`config.mk`:
```
export PLATFORM = sky130hd
export DESIGN_NAME = pipe_hazard_ctrl_flat
export DESIGN_NICKNAME = d
export VERILOG_FILES = /design/src/rtl/pipe_hazard_ctrl_if.sv /design/src/rtl/pipe_hazard_ctrl.sv /design/src/flat_wrapper.sv
export SDC_FILE = /design/constraint.sdc
export NUM_CORES = 1
export LEC_CHECK = 0
export BUFFER_PORTS_ARGS = -buffer_cell sky130_fd_sc_hd__buf_2
export CORE_ASPECT_RATIO = 0.9
export CORE_UTILIZATION = 45
export DETAILED_ROUTE_END_ITERATION = 16
export PLACE_DENSITY = 0.76
export SYNTH_ARGS = -nofsm -noshare
export SYNTH_HDL_FRONTEND = slang
export SYNTH_SLANG_ARGS = --single-unit
```
`constraint.sdc`:
```
create_clock -name clk -period 2.3 [get_ports clk]
set_input_delay 0.23 -clock clk [delete_from_list [all_inputs] [get_ports clk]]
set_output_delay 0.23 -clock clk [all_outputs]
set_load 0.01 [all_outputs]
```
`src/rtl/pipe_hazard_ctrl_if.sv`:
```
// Signal bundle between the pipeline stages and the hazard controller.
// Defining PIPE_CTRL_PERF_EN adds the stall-cycle and flush-count outputs.
interface pipe_hazard_ctrl_if;
   logic [4:0]  decode_i_rs1;
   logic [4:0]  decode_i_rs2;
   logic        execute_i_is_load;
   logic [4:0]  execute_i_rd;
   logic        execute_i_is_jump;
   logic        execute_i_md_start;
   logic        md_i_done;
   logic        memory_i_req;
   logic        memory_i_ack;
   logic        commit_i_trap;

   logic        ctrl_o_fetch_stall;
   logic        ctrl_o_regD_stall;
   logic        ctrl_o_regE_stall;
   logic        ctrl_o_regM_stall;
   logic        ctrl_o_regW_stall;
   logic        ctrl_o_regD_bubble;
   logic        ctrl_o_regE_bubble;
   logic        ctrl_o_regM_bubble;
   logic        ctrl_o_regW_bubble;
   logic [1:0]  ctrl_o_state;
   logic        ctrl_o_mem_timeout;
`ifdef PIPE_CTRL_PERF_EN
   logic [31:0] ctrl_o_stall_cycles;
   logic [31:0] ctrl_o_flush_cnt;
`endif

   // The pipeline side drives hazard sources and receives stall/bubble controls.
   modport master (
`ifdef PIPE_CTRL_PERF_EN
      input  ctrl_o_stall_cycles, ctrl_o_flush_cnt,
`endif
      output decode_i_rs1, decode_i_rs2, execute_i_is_load, execute_i_rd,
             execute_i_is_jump, execute_i_md_start, md_i_done,
             memory_i_req, memory_i_ack, commit_i_trap,
      input  ctrl_o_fetch_stall, ctrl_o_regD_stall, ctrl_o_regE_stall,
             ctrl_o_regM_stall, ctrl_o_regW_stall, ctrl_o_regD_bubble,
             ctrl_o_regE_bubble, ctrl_o_regM_bubble, ctrl_o_regW_bubble,
             ctrl_o_state, ctrl_o_mem_timeout
   );

   modport slave (
`ifdef PIPE_CTRL_PERF_EN
      output ctrl_o_stall_cycles, ctrl_o_flush_cnt,
`endif
      input  decode_i_rs1, decode_i_rs2, execute_i_is_load, execute_i_rd,
             execute_i_is_jump, execute_i_md_start, md_i_done,
             memory_i_req, memory_i_ack, commit_i_trap,
      output ctrl_o_fetch_stall, ctrl_o_regD_stall, ctrl_o_regE_stall,
             ctrl_o_regM_stall, ctrl_o_regW_stall, ctrl_o_regD_bubble,
             ctrl_o_regE_bubble, ctrl_o_regM_bubble, ctrl_o_regW_bubble,
             ctrl_o_state, ctrl_o_mem_timeout
   );
endinterface

```
`src/rtl/pipe_hazard_ctrl.sv`:
```
// Pipeline hazard arbiter: prioritised stall/bubble control for F/D/E/M/W with MUL/DIV,
// dmem-wait watchdog and trap flush sequencing. Optional counters under PIPE_CTRL_PERF_EN.
module pipe_hazard_ctrl #(
   parameter int unsigned FLUSH_CYC   = 2,
   parameter int unsigned MEM_TIMEOUT = 255
) (
   input logic               clk,
   input logic               rst_n,
   pipe_hazard_ctrl_if.slave hz
);

   typedef enum logic [1:0] {
      RUN      = 2'd0,
      MD_WAIT  = 2'd1,
      MEM_WAIT = 2'd2,
      FLUSH    = 2'd3
   } ctrlState_t;

   localparam logic [3:0] FLUSH_LOAD  = 4'(FLUSH_CYC - 1);
   localparam logic [8:0] TIMEOUT_LIM = 9'(MEM_TIMEOUT);

   ctrlState_t state, nextState;
   logic [3:0] flushCnt, nextFlushCnt;
   logic [7:0] waitCnt, nextWaitCnt;
   logic       timeoutPulse, nextTimeout;

   logic trapCond, memCond, mdCond, jumpCond, loadUseCond;
   logic fetchStall, stallD, stallE, stallM;
   logic bubbleD, bubbleE, bubbleM, bubbleW;
   logic anyStall;

   assign trapCond    = hz.commit_i_trap || (state == FLUSH);
   assign memCond     = hz.memory_i_req && !hz.memory_i_ack;
   assign mdCond      = ((state == RUN) && hz.execute_i_md_start) ||
                        ((state == MD_WAIT) && !hz.md_i_done);
   assign jumpCond    = hz.execute_i_is_jump;
   assign loadUseCond = hz.execute_i_is_load && (hz.execute_i_rd != 5'd0) &&
                        ((hz.execute_i_rd == hz.decode_i_rs1) ||
                         (hz.execute_i_rd == hz.decode_i_rs2));

   // Only the highest-priority hazard shapes the controls; lower ones are masked.
   always_comb begin
      fetchStall = 1'b0;
      stallD     = 1'b0;
      stallE     = 1'b0;
      stallM     = 1'b0;
      bubbleD    = 1'b0;
      bubbleE    = 1'b0;
      bubbleM    = 1'b0;
      bubbleW    = 1'b0;
      if (trapCond) begin
         bubbleD = 1'b1;
         bubbleE = 1'b1;
         bubbleM = 1'b1;
         bubbleW = 1'b1;
      end else if (memCond) begin
         fetchStall = 1'b1;
         stallD     = 1'b1;
         stallE     = 1'b1;
         stallM     = 1'b1;
         bubbleW    = 1'b1;
      end else if (mdCond) begin
         fetchStall = 1'b1;
         stallD     = 1'b1;
         stallE     = 1'b1;
         bubbleM    = 1'b1;
      end else if (jumpCond) begin
         bubbleD = 1'b1;
         bubbleE = 1'b1;
      end else if (loadUseCond) begin
         fetchStall = 1'b1;
         stallD     = 1'b1;
         bubbleE    = 1'b1;
      end
   end

   assign anyStall = fetchStall || stallD || stallE || stallM;

   // A trap wins from any state; a MEM stall seen in MD_WAIT only masks outputs.
   always_comb begin
      nextState    = state;
      nextFlushCnt = flushCnt;
      nextWaitCnt  = waitCnt;
      nextTimeout  = 1'b0;
      if (hz.commit_i_trap) begin
         nextState    = FLUSH;
         nextFlushCnt = FLUSH_LOAD;
      end else begin
         case (state)
            RUN: begin
               if (memCond) begin
                  nextState   = MEM_WAIT;
                  nextWaitCnt = 8'd0;
               end else if (hz.execute_i_md_start) begin
                  nextState = MD_WAIT;
               end
            end
            MD_WAIT: begin
               if (hz.md_i_done) nextState = RUN;
            end
            MEM_WAIT: begin
               if (memCond) begin
                  if (({1'b0, waitCnt} + 9'd1) == TIMEOUT_LIM) begin
                     nextTimeout  = 1'b1;
                     nextState    = FLUSH;
                     nextFlushCnt = FLUSH_LOAD;
                  end else begin
                     nextWaitCnt = waitCnt + 8'd1;
                  end
               end else begin
                  nextState = hz.execute_i_md_start ? MD_WAIT : RUN;
               end
            end
            FLUSH: begin
               if (flushCnt == 4'd0) nextState = RUN;
               else                  nextFlushCnt = flushCnt - 4'd1;
            end
            default: nextState = RUN;
         endcase
      end
   end

   // State, counters and the registered watchdog pulse.
   always_ff @(posedge clk or negedge rst_n) begin
      if (!rst_n) begin
         state        <= RUN;
         flushCnt     <= 4'd0;
         waitCnt      <= 8'd0;
         timeoutPulse <= 1'b0;
      end else begin
         state        <= nextState;
         flushCnt     <= nextFlushCnt;
         waitCnt      <= nextWaitCnt;
         timeoutPulse <= nextTimeout;
      end
   end

   assign hz.ctrl_o_fetch_stall = fetchStall;
   assign hz.ctrl_o_regD_stall  = stallD;
   assign hz.ctrl_o_regE_stall  = stallE;
   assign hz.ctrl_o_regM_stall  = stallM;
   assign hz.ctrl_o_regW_stall  = 1'b0;
   assign hz.ctrl_o_regD_bubble = bubbleD;
   assign hz.ctrl_o_regE_bubble = bubbleE;
   assign hz.ctrl_o_regM_bubble = bubbleM;
   assign hz.ctrl_o_regW_bubble = bubbleW;
   assign hz.ctrl_o_state       = state;
   assign hz.ctrl_o_mem_timeout = timeoutPulse;

`ifdef PIPE_CTRL_PERF_EN
   logic [31:0] stallCycles, flushEntries;

   // Saturating counters; re-arming FLUSH from inside FLUSH is not a new entry.
   always_ff @(posedge clk or negedge rst_n) begin
      if (!rst_n) begin
         stallCycles  <= 32'd0;
         flushEntries <= 32'd0;
      end else begin
         if (anyStall && (stallCycles != 32'hFFFF_FFFF))
            stallCycles <= stallCycles + 32'd1;
         if ((nextState == FLUSH) && (state != FLUSH) && (flushEntries != 32'hFFFF_FFFF))
            flushEntries <= flushEntries + 32'd1;
      end
   end

   assign hz.ctrl_o_stall_cycles = stallCycles;
   assign hz.ctrl_o_flush_cnt    = flushEntries;
`else
   logic unusedStall;
   assign unusedStall = anyStall;
`endif

endmodule

```
`src/flat_wrapper.sv`:
```
// flat-port wrapper written by rule: the top's interface ports become plain ports
module pipe_hazard_ctrl_flat 
#(
   parameter int unsigned FLUSH_CYC   = 2,
   parameter int unsigned MEM_TIMEOUT = 255
)
  (clk, rst_n, hz_decode_i_rs1, hz_decode_i_rs2, hz_execute_i_is_load, hz_execute_i_rd, hz_execute_i_is_jump, hz_execute_i_md_start, hz_md_i_done, hz_memory_i_req, hz_memory_i_ack, hz_commit_i_trap, hz_ctrl_o_fetch_stall, hz_ctrl_o_regD_stall, hz_ctrl_o_regE_stall, hz_ctrl_o_regM_stall, hz_ctrl_o_regW_stall, hz_ctrl_o_regD_bubble, hz_ctrl_o_regE_bubble, hz_ctrl_o_regM_bubble, hz_ctrl_o_regW_bubble, hz_ctrl_o_state, hz_ctrl_o_mem_timeout);
  pipe_hazard_ctrl_if hz_i ();
  input logic clk;
  input logic rst_n;
  input wire logic [$bits(hz_i.decode_i_rs1)-1:0] hz_decode_i_rs1;
  input wire logic [$bits(hz_i.decode_i_rs2)-1:0] hz_decode_i_rs2;
  input wire logic [$bits(hz_i.execute_i_is_load)-1:0] hz_execute_i_is_load;
  input wire logic [$bits(hz_i.execute_i_rd)-1:0] hz_execute_i_rd;
  input wire logic [$bits(hz_i.execute_i_is_jump)-1:0] hz_execute_i_is_jump;
  input wire logic [$bits(hz_i.execute_i_md_start)-1:0] hz_execute_i_md_start;
  input wire logic [$bits(hz_i.md_i_done)-1:0] hz_md_i_done;
  input wire logic [$bits(hz_i.memory_i_req)-1:0] hz_memory_i_req;
  input wire logic [$bits(hz_i.memory_i_ack)-1:0] hz_memory_i_ack;
  input wire logic [$bits(hz_i.commit_i_trap)-1:0] hz_commit_i_trap;
  output wire logic [$bits(hz_i.ctrl_o_fetch_stall)-1:0] hz_ctrl_o_fetch_stall;
  output wire logic [$bits(hz_i.ctrl_o_regD_stall)-1:0] hz_ctrl_o_regD_stall;
  output wire logic [$bits(hz_i.ctrl_o_regE_stall)-1:0] hz_ctrl_o_regE_stall;
  output wire logic [$bits(hz_i.ctrl_o_regM_stall)-1:0] hz_ctrl_o_regM_stall;
  output wire logic [$bits(hz_i.ctrl_o_regW_stall)-1:0] hz_ctrl_o_regW_stall;
  output wire logic [$bits(hz_i.ctrl_o_regD_bubble)-1:0] hz_ctrl_o_regD_bubble;
  output wire logic [$bits(hz_i.ctrl_o_regE_bubble)-1:0] hz_ctrl_o_regE_bubble;
  output wire logic [$bits(hz_i.ctrl_o_regM_bubble)-1:0] hz_ctrl_o_regM_bubble;
  output wire logic [$bits(hz_i.ctrl_o_regW_bubble)-1:0] hz_ctrl_o_regW_bubble;
  output wire logic [$bits(hz_i.ctrl_o_state)-1:0] hz_ctrl_o_state;
  output wire logic [$bits(hz_i.ctrl_o_mem_timeout)-1:0] hz_ctrl_o_mem_timeout;
  assign hz_i.decode_i_rs1 = hz_decode_i_rs1;
  assign hz_i.decode_i_rs2 = hz_decode_i_rs2;
  assign hz_i.execute_i_is_load = hz_execute_i_is_load;
  assign hz_i.execute_i_rd = hz_execute_i_rd;
  assign hz_i.execute_i_is_jump = hz_execute_i_is_jump;
  assign hz_i.execute_i_md_start = hz_execute_i_md_start;
  assign hz_i.md_i_done = hz_md_i_done;
  assign hz_i.memory_i_req = hz_memory_i_req;
  assign hz_i.memory_i_ack = hz_memory_i_ack;
  assign hz_i.commit_i_trap = hz_commit_i_trap;
  assign hz_ctrl_o_fetch_stall = hz_i.ctrl_o_fetch_stall;
  assign hz_ctrl_o_regD_stall = hz_i.ctrl_o_regD_stall;
  assign hz_ctrl_o_regE_stall = hz_i.ctrl_o_regE_stall;
  assign hz_ctrl_o_regM_stall = hz_i.ctrl_o_regM_stall;
  assign hz_ctrl_o_regW_stall = hz_i.ctrl_o_regW_stall;
  assign hz_ctrl_o_regD_bubble = hz_i.ctrl_o_regD_bubble;
  assign hz_ctrl_o_regE_bubble = hz_i.ctrl_o_regE_bubble;
  assign hz_ctrl_o_regM_bubble = hz_i.ctrl_o_regM_bubble;
  assign hz_ctrl_o_regW_bubble = hz_i.ctrl_o_regW_bubble;
  assign hz_ctrl_o_state = hz_i.ctrl_o_state;
  assign hz_ctrl_o_mem_timeout = hz_i.ctrl_o_mem_timeout;
  pipe_hazard_ctrl #(.FLUSH_CYC(FLUSH_CYC), .MEM_TIMEOUT(MEM_TIMEOUT)) u_core (.clk(clk), .rst_n(rst_n), .hz(hz_i));
endmodule
```
## Yosys cells after proc, flatten, opt, wreduce, memory -nomap -nowiden

Cells that the tools add are included.

- Memory bits (writable): 0
- Input bits: 24
- ROM bits: 0
- Register bits after elaboration: 15
- Latch bits: 0
- Memories: 0
- Logic and storage cells: 85
- Output and inout port bits: 12

- Multiplexer cells: 43
- $mul: 0
- Bitwise logic cells: 1
- Order comparisons: 0
- Reduce and logical (&&, ||, !) cells: 18
- Eq/ne operators: 16
- Div/mod/pow operators: 0
- $add $sub $neg: 3
- Shifts and indexed selects: 0

Operators by type and width:

| operator | count |
|---|---|
| 2-to-1 mux 1 bit | 26 |
| 2-to-1 mux 8 bit | 3 |
| 2-to-1 mux 4 bit | 4 |
| case mux 8 bit (2 select lines) | 1 |
| 2-to-1 mux 2 bit | 7 |
| equality test 5 bit | 2 |
| adder 8 x 1 -> 9 bit, second input constant | 1 |
| equality test 9 x 8 -> 1 bit, second input constant | 1 |
| != test 3 bit, second input constant | 3 |
| adder 8 x 1 -> 8 bit, second input constant | 1 |
| case mux 2 bit (4 select lines) | 1 |
| case mux 4 bit (2 select lines) | 1 |
| AND reduction 4 bit | 2 |
| != test 3 x 2 -> 1 bit, second input constant | 2 |
| logical AND 1 bit | 5 |
| AND reduction 5 bit | 1 |
| nonzero test 5 bit | 1 |
| equality test 2 bit, second input constant | 2 |
| logical NOT 4 bit | 1 |
| != test 2 x 1 -> 1 bit, second input constant | 2 |
| != test 4 x 3 -> 1 bit, second input constant | 1 |
| != test 4 bit, second input constant | 1 |
| subtractor 4 x 1 -> 4 bit, second input constant | 1 |
| logical OR 1 bit | 3 |
| 7 further kinds | 8 |

## Logic depth before layout (Yosys ltp)

- Depth in word-level cells: 8
- Depth in mapped cells: 7
- Mapped depth without buffers: 7

## Least setup slack after synthesis

Ideal clock, no wire load.

- Kind: flip-flop to flip-flop
- Start: reg u_core.waitCnt[1]
- End: reg u_core.waitCnt[2]
- Setup time: 0.128 ns
- Stages on the path, launching flop included: 7
- Data required time: 2.172 ns
- Arrival time: 1.645 ns
- Clock period less this slack: 1.774 ns
- Path buffers: 0
- Setup slack: 0.526 ns
- Cell sequence: dfrtp_1 ha_1 nand3_2 or3_1 a211o_4 nand2_1 o31ai_1

- Longest elaborated chain between the ends: 4
- Elaborated cells on any way between the ends: 8
- Those cells by class: add/sub (2); eq/ne (2); mux (3); reduce/logical (1)

RTL lines:

| element | RTL line | RTL |
|---|---|---|
| from (decl) | pipe_hazard_ctrl.sv:24 | `logic [7:0] waitCnt, nextWaitCnt;` |
| from (signal assigned) | pipe_hazard_ctrl.sv:133 | `waitCnt <= nextWaitCnt;` |
| adder 8 x 1 -> 9 bit / adder 8 x 1 -> 8 bit (equally long branches) | pipe_hazard_ctrl.sv:103, pipe_hazard_ctrl.sv:108 |  |
| equality test 9 x 8 -> 1 bit / 2-to-1 mux 8 bit (equally long branches) | pipe_hazard_ctrl.sv:103 | `if (({1'b0, waitCnt} + 9'd1) == TIMEOUT_LIM) begin` |
| != test 2 bit (no line) / 2-to-1 mux 8 bit (equally long branches) | n/a |  |
| AND reduction 5 bit (no line) / case mux 8 bit (2 select lines) (equally long branches) | n/a |  |

Several ways; a longest one is shown, not always the timed one. The select of a mux whose other input is x is not followed.
A chain may end at the register's enable or synchronous reset.

## Final worst setup path

- Start: reg u_core.waitCnt[1]
- End: reg u_core.waitCnt[1]

The elaborated chain is that of the path after synthesis.

==> results.yml <==
placed_design:
  gp_congestion: 0.8861
  numPortBuffers: 34
  hpwl_um: 2007
pwr:
  intPower_mw: 0.7203
  clock_power_share: 0.114
  combPwrFrac: 0.522
  power_mw: 1.302
  p_per_area_mw_per_mm2: 949.4
  p_leak_nw: 0.5870
  pwr-share-seq: 0.364
  p_switching_mw: 0.5817
  swShare: 0.4467
  vdd_drop_max_v: 0.0006906
run:
  cap_violations: 0
yosys:
  synth_area_per_cell_sq_um: 8.332
  synth_seq_area_share: 0.3264
  syn_nets: 166
  synth_cell_types: 42
  ys_warn_count: 0
  syn_inst: 138
  ys_seq_elements: 15
  syn-cell-area_sq_mm: 0.001150
final_layout:
  nets: 201
  n_fill_cell: 176
  syn2layout_area_growth_pct: 19.26
  layout-drive-gt1-share: 0.2558
  num_antenna_cells: 0
  layout_commonest_cell: "buf_2"
  mostFrequentLayoutCells: "buf_2 (34), dfrtp_1 (15), nand2_1 (12), xnor2_1 (12), nor2_1 (12)"
worst_setup_path:
  cp.required_ns: 2.45
  path_class: "flop to flop"
  end_kind: "flop"
  cp.arrival_ns: 2.12
  cp_max_fo: 6
  worstSetupStartpointType: "flop"
  reg2reg_slack_ns: 0.33
clock_tree:
  h-tree-depth: 1
  cts_resized: 0
  cts_buffers: 3
  cts_buffer_depth: 2
  clk_latency_ns: 0.28
  cts.sinks: 15
  clkTransAtPathRegs_ns: 0.09
  cts_tree: "done"
  cts-root-buf: "clkbuf_4"
sta:
  fmax_mhz: 508.3
  rsz0062_at_grt: "no"
  fin_skew_ns: 0.006972
  final_hold_viol_count: 0
  period_share: 0.8554
  finalSetupViolCount: 0
  drv_slew: 0
  fin_crit_ns: 1.967
  fin_setup_tns_ns: 0
floorplan:
  io_pins: 36
  core-area_sq_mm: 0.002302
  die_w_um: 55.29
  fp-row-count: 16
  die_area_sq_mm: 0.002762
  dieHeight_um: 49.96
  initial_core_util: 0.4995
routing:
  drc: 0
  drtIter0Drc: 31
  vias: 1152
  wl_per_cell_um: 13.06
  ant_nets: 0
  first_pass_iters: 4
  vias_per_cell: 5.789
  routed_wl_um: 2599
grt:
  gr-total-overflow: 0
  grt_pass1_wl_um: 4478
  first_global_vias: 1067
  antenna_found_initial: 0
  grt_max_degree: 16
  track_usage: 0.2018
hold_path:
  min_path_type: "primary input to flop"
outcome:
  outcome: "finished, final reports clean"
-- cell usage after synthesis, drive strengths merged --
| master | n | area share |
|---|---|---|
| o311a | 1 | 0.0087 |
| buf | 3 | 0.016 |
| o21a | 2 | 0.013 |
| ha | 4 | 0.044 |
| a31oi | 3 | 0.016 |
| nand2 | 12 | 0.039 |
| conb | 1 | 0.0033 |
| clkbuf | 4 | 0.013 |
| a21oi | 10 | 0.044 |
| dfrtp | 15 | 0.33 |
| nand4b | 1 | 0.0076 |
| nor3 | 4 | 0.017 |
| nor2 | 12 | 0.039 |
| a311oi | 1 | 0.0076 |
| or4 | 1 | 0.0065 |
| a2bb2oi | 1 | 0.0076 |
| o211ai | 1 | 0.0065 |
| a2111o | 1 | 0.0098 |
| nand3 | 6 | 0.035 |
| xnor2 | 12 | 0.091 |
| a211o | 1 | 0.015 |
| and2 | 1 | 0.0054 |
| or3 | 5 | 0.032 |
| inv | 8 | 0.026 |
| o21ai | 10 | 0.047 |
| o311ai | 1 | 0.0076 |
| o31ai | 3 | 0.020 |
| o22ai | 1 | 0.0054 |
| mux2i | 1 | 0.0087 |
| o31a | 1 | 0.0076 |
| xor2 | 1 | 0.0076 |
| a22o | 1 | 0.0076 |
| and3 | 2 | 0.011 |
| a21o | 1 | 0.0065 |
| o41ai | 3 | 0.023 |
| a211oi | 2 | 0.013 |
| nand2b | 1 | 0.0054 |
-- state kept, by name, summed over array words and instances, names as in the netlist --
name,count
u_core.waitCnt,8
u_core.hz.ctrl_o_state,2
u_core.hz.ctrl_o_mem_timeout,1
u_core.flushCnt,4
-- kinds of logic after synthesis --
kind of cell,after synthesis,share of synthesized area
AOI/OAI and AO/OA,44,0.2655
muxes,1,0.008705
xor gates and xnor gates,13,0.09902
adders and majority gates,4,0.04353
DFF,15,0.3264
buffers and inverters,15,0.05549
and+or+nand+nor,45,0.1980
other,1,0.003261
-- critical path, stage by stage, from the launching register on --
cell	delay, ns
dfrtp_1	0.42
ha_1	0.27
nand3_2	0.12
or3_1	0.38
a211o_4	0.40
nand2_1	0.16
o31ai_1	0.09
-- area by class of cell --
class                           count  area [sq um]  share of cell area
Clock buffer                        4         26.28             0.01916
Multi-Input combinational cell    108         710.7              0.5182
Inverter                            8         30.03             0.02190
Sequential cell                    15         375.4              0.2737
Tap cell                           27         33.78             0.02463
Timing Repair Buffer               37         195.2              0.1423
-- what timing repair did --
| item | CTS | global route |
|---|---|---|
| buffers inserted | 0 | 0 |
| hold buffers | 1 | 0 |
| hold endpoints to repair | 15 | 0 |
-- path summary, 6_finish.rpt --
path                                   start                         to  depth (start not counted)
max                        u_core.waitCnt[1]          u_core.waitCnt[1]                          6
min                         hz_commit_i_trap         u_core.flushCnt[2]                          2
max reg2reg                u_core.waitCnt[1]          u_core.waitCnt[1]                          6
min reg2reg                u_core.waitCnt[7]          u_core.waitCnt[7]                          1
max in group asynchronous              rst_n  u_core.hz.ctrl_o_state[1]                          2
min in group asynchronous              rst_n          u_core.waitCnt[2]                          2
-- stage by stage --
stage / instances / hold WS (ns) / worst slack [ns] / util / cell area [sq um]
2_1_floorplan: 138 / -0.06559 / 0.5263 / - / 1150
3_3_place_gp: 194 / 0.1494 / 0.4198 / 0.5799 / 1335
3_5_place_dp: 194 / 0.1457 / 0.3600 / 0.5799 / 1335
5_1_grt: 199 / 0.2829 / 0.1948 / 0.5957 / 1371
6_report: 199 / 0.2708 / 0.3326 / 0.5957 / 1371
4_1_cts: 199 / 0.2633 / 0.3519 / 0.5957 / 1371
-- power by group through the flow --
| stage | Combinational, mW | Clock, mW | Sequential [mW] |
|---|---|---|---|
| finish | 0.680 | 0.148 | 0.474 |
| global route | 0.764 | 0.161 | 0.487 |
| CTS | 0.679 | 0.153 | 0.468 |
| detailed placement | 0.677 | 0 | 0.473 |
| global placement | 0.650 | 0 | 0.466 |
| floorplan | 0.488 | 0 | 0.443 |
-- routing by layer --
metal	vias up	share of wire	wire, um	global-route usage
met1	530	0.47	1218	0.2641
met4	0	0.0073	19	0.03750
met3	2	0.074	193	0.04199
met5	-	0	0	0
met2	53	0.45	1167	0.3454
li1	567	-	-	-
No activity file was read; power rests on OpenSTA's default activity.
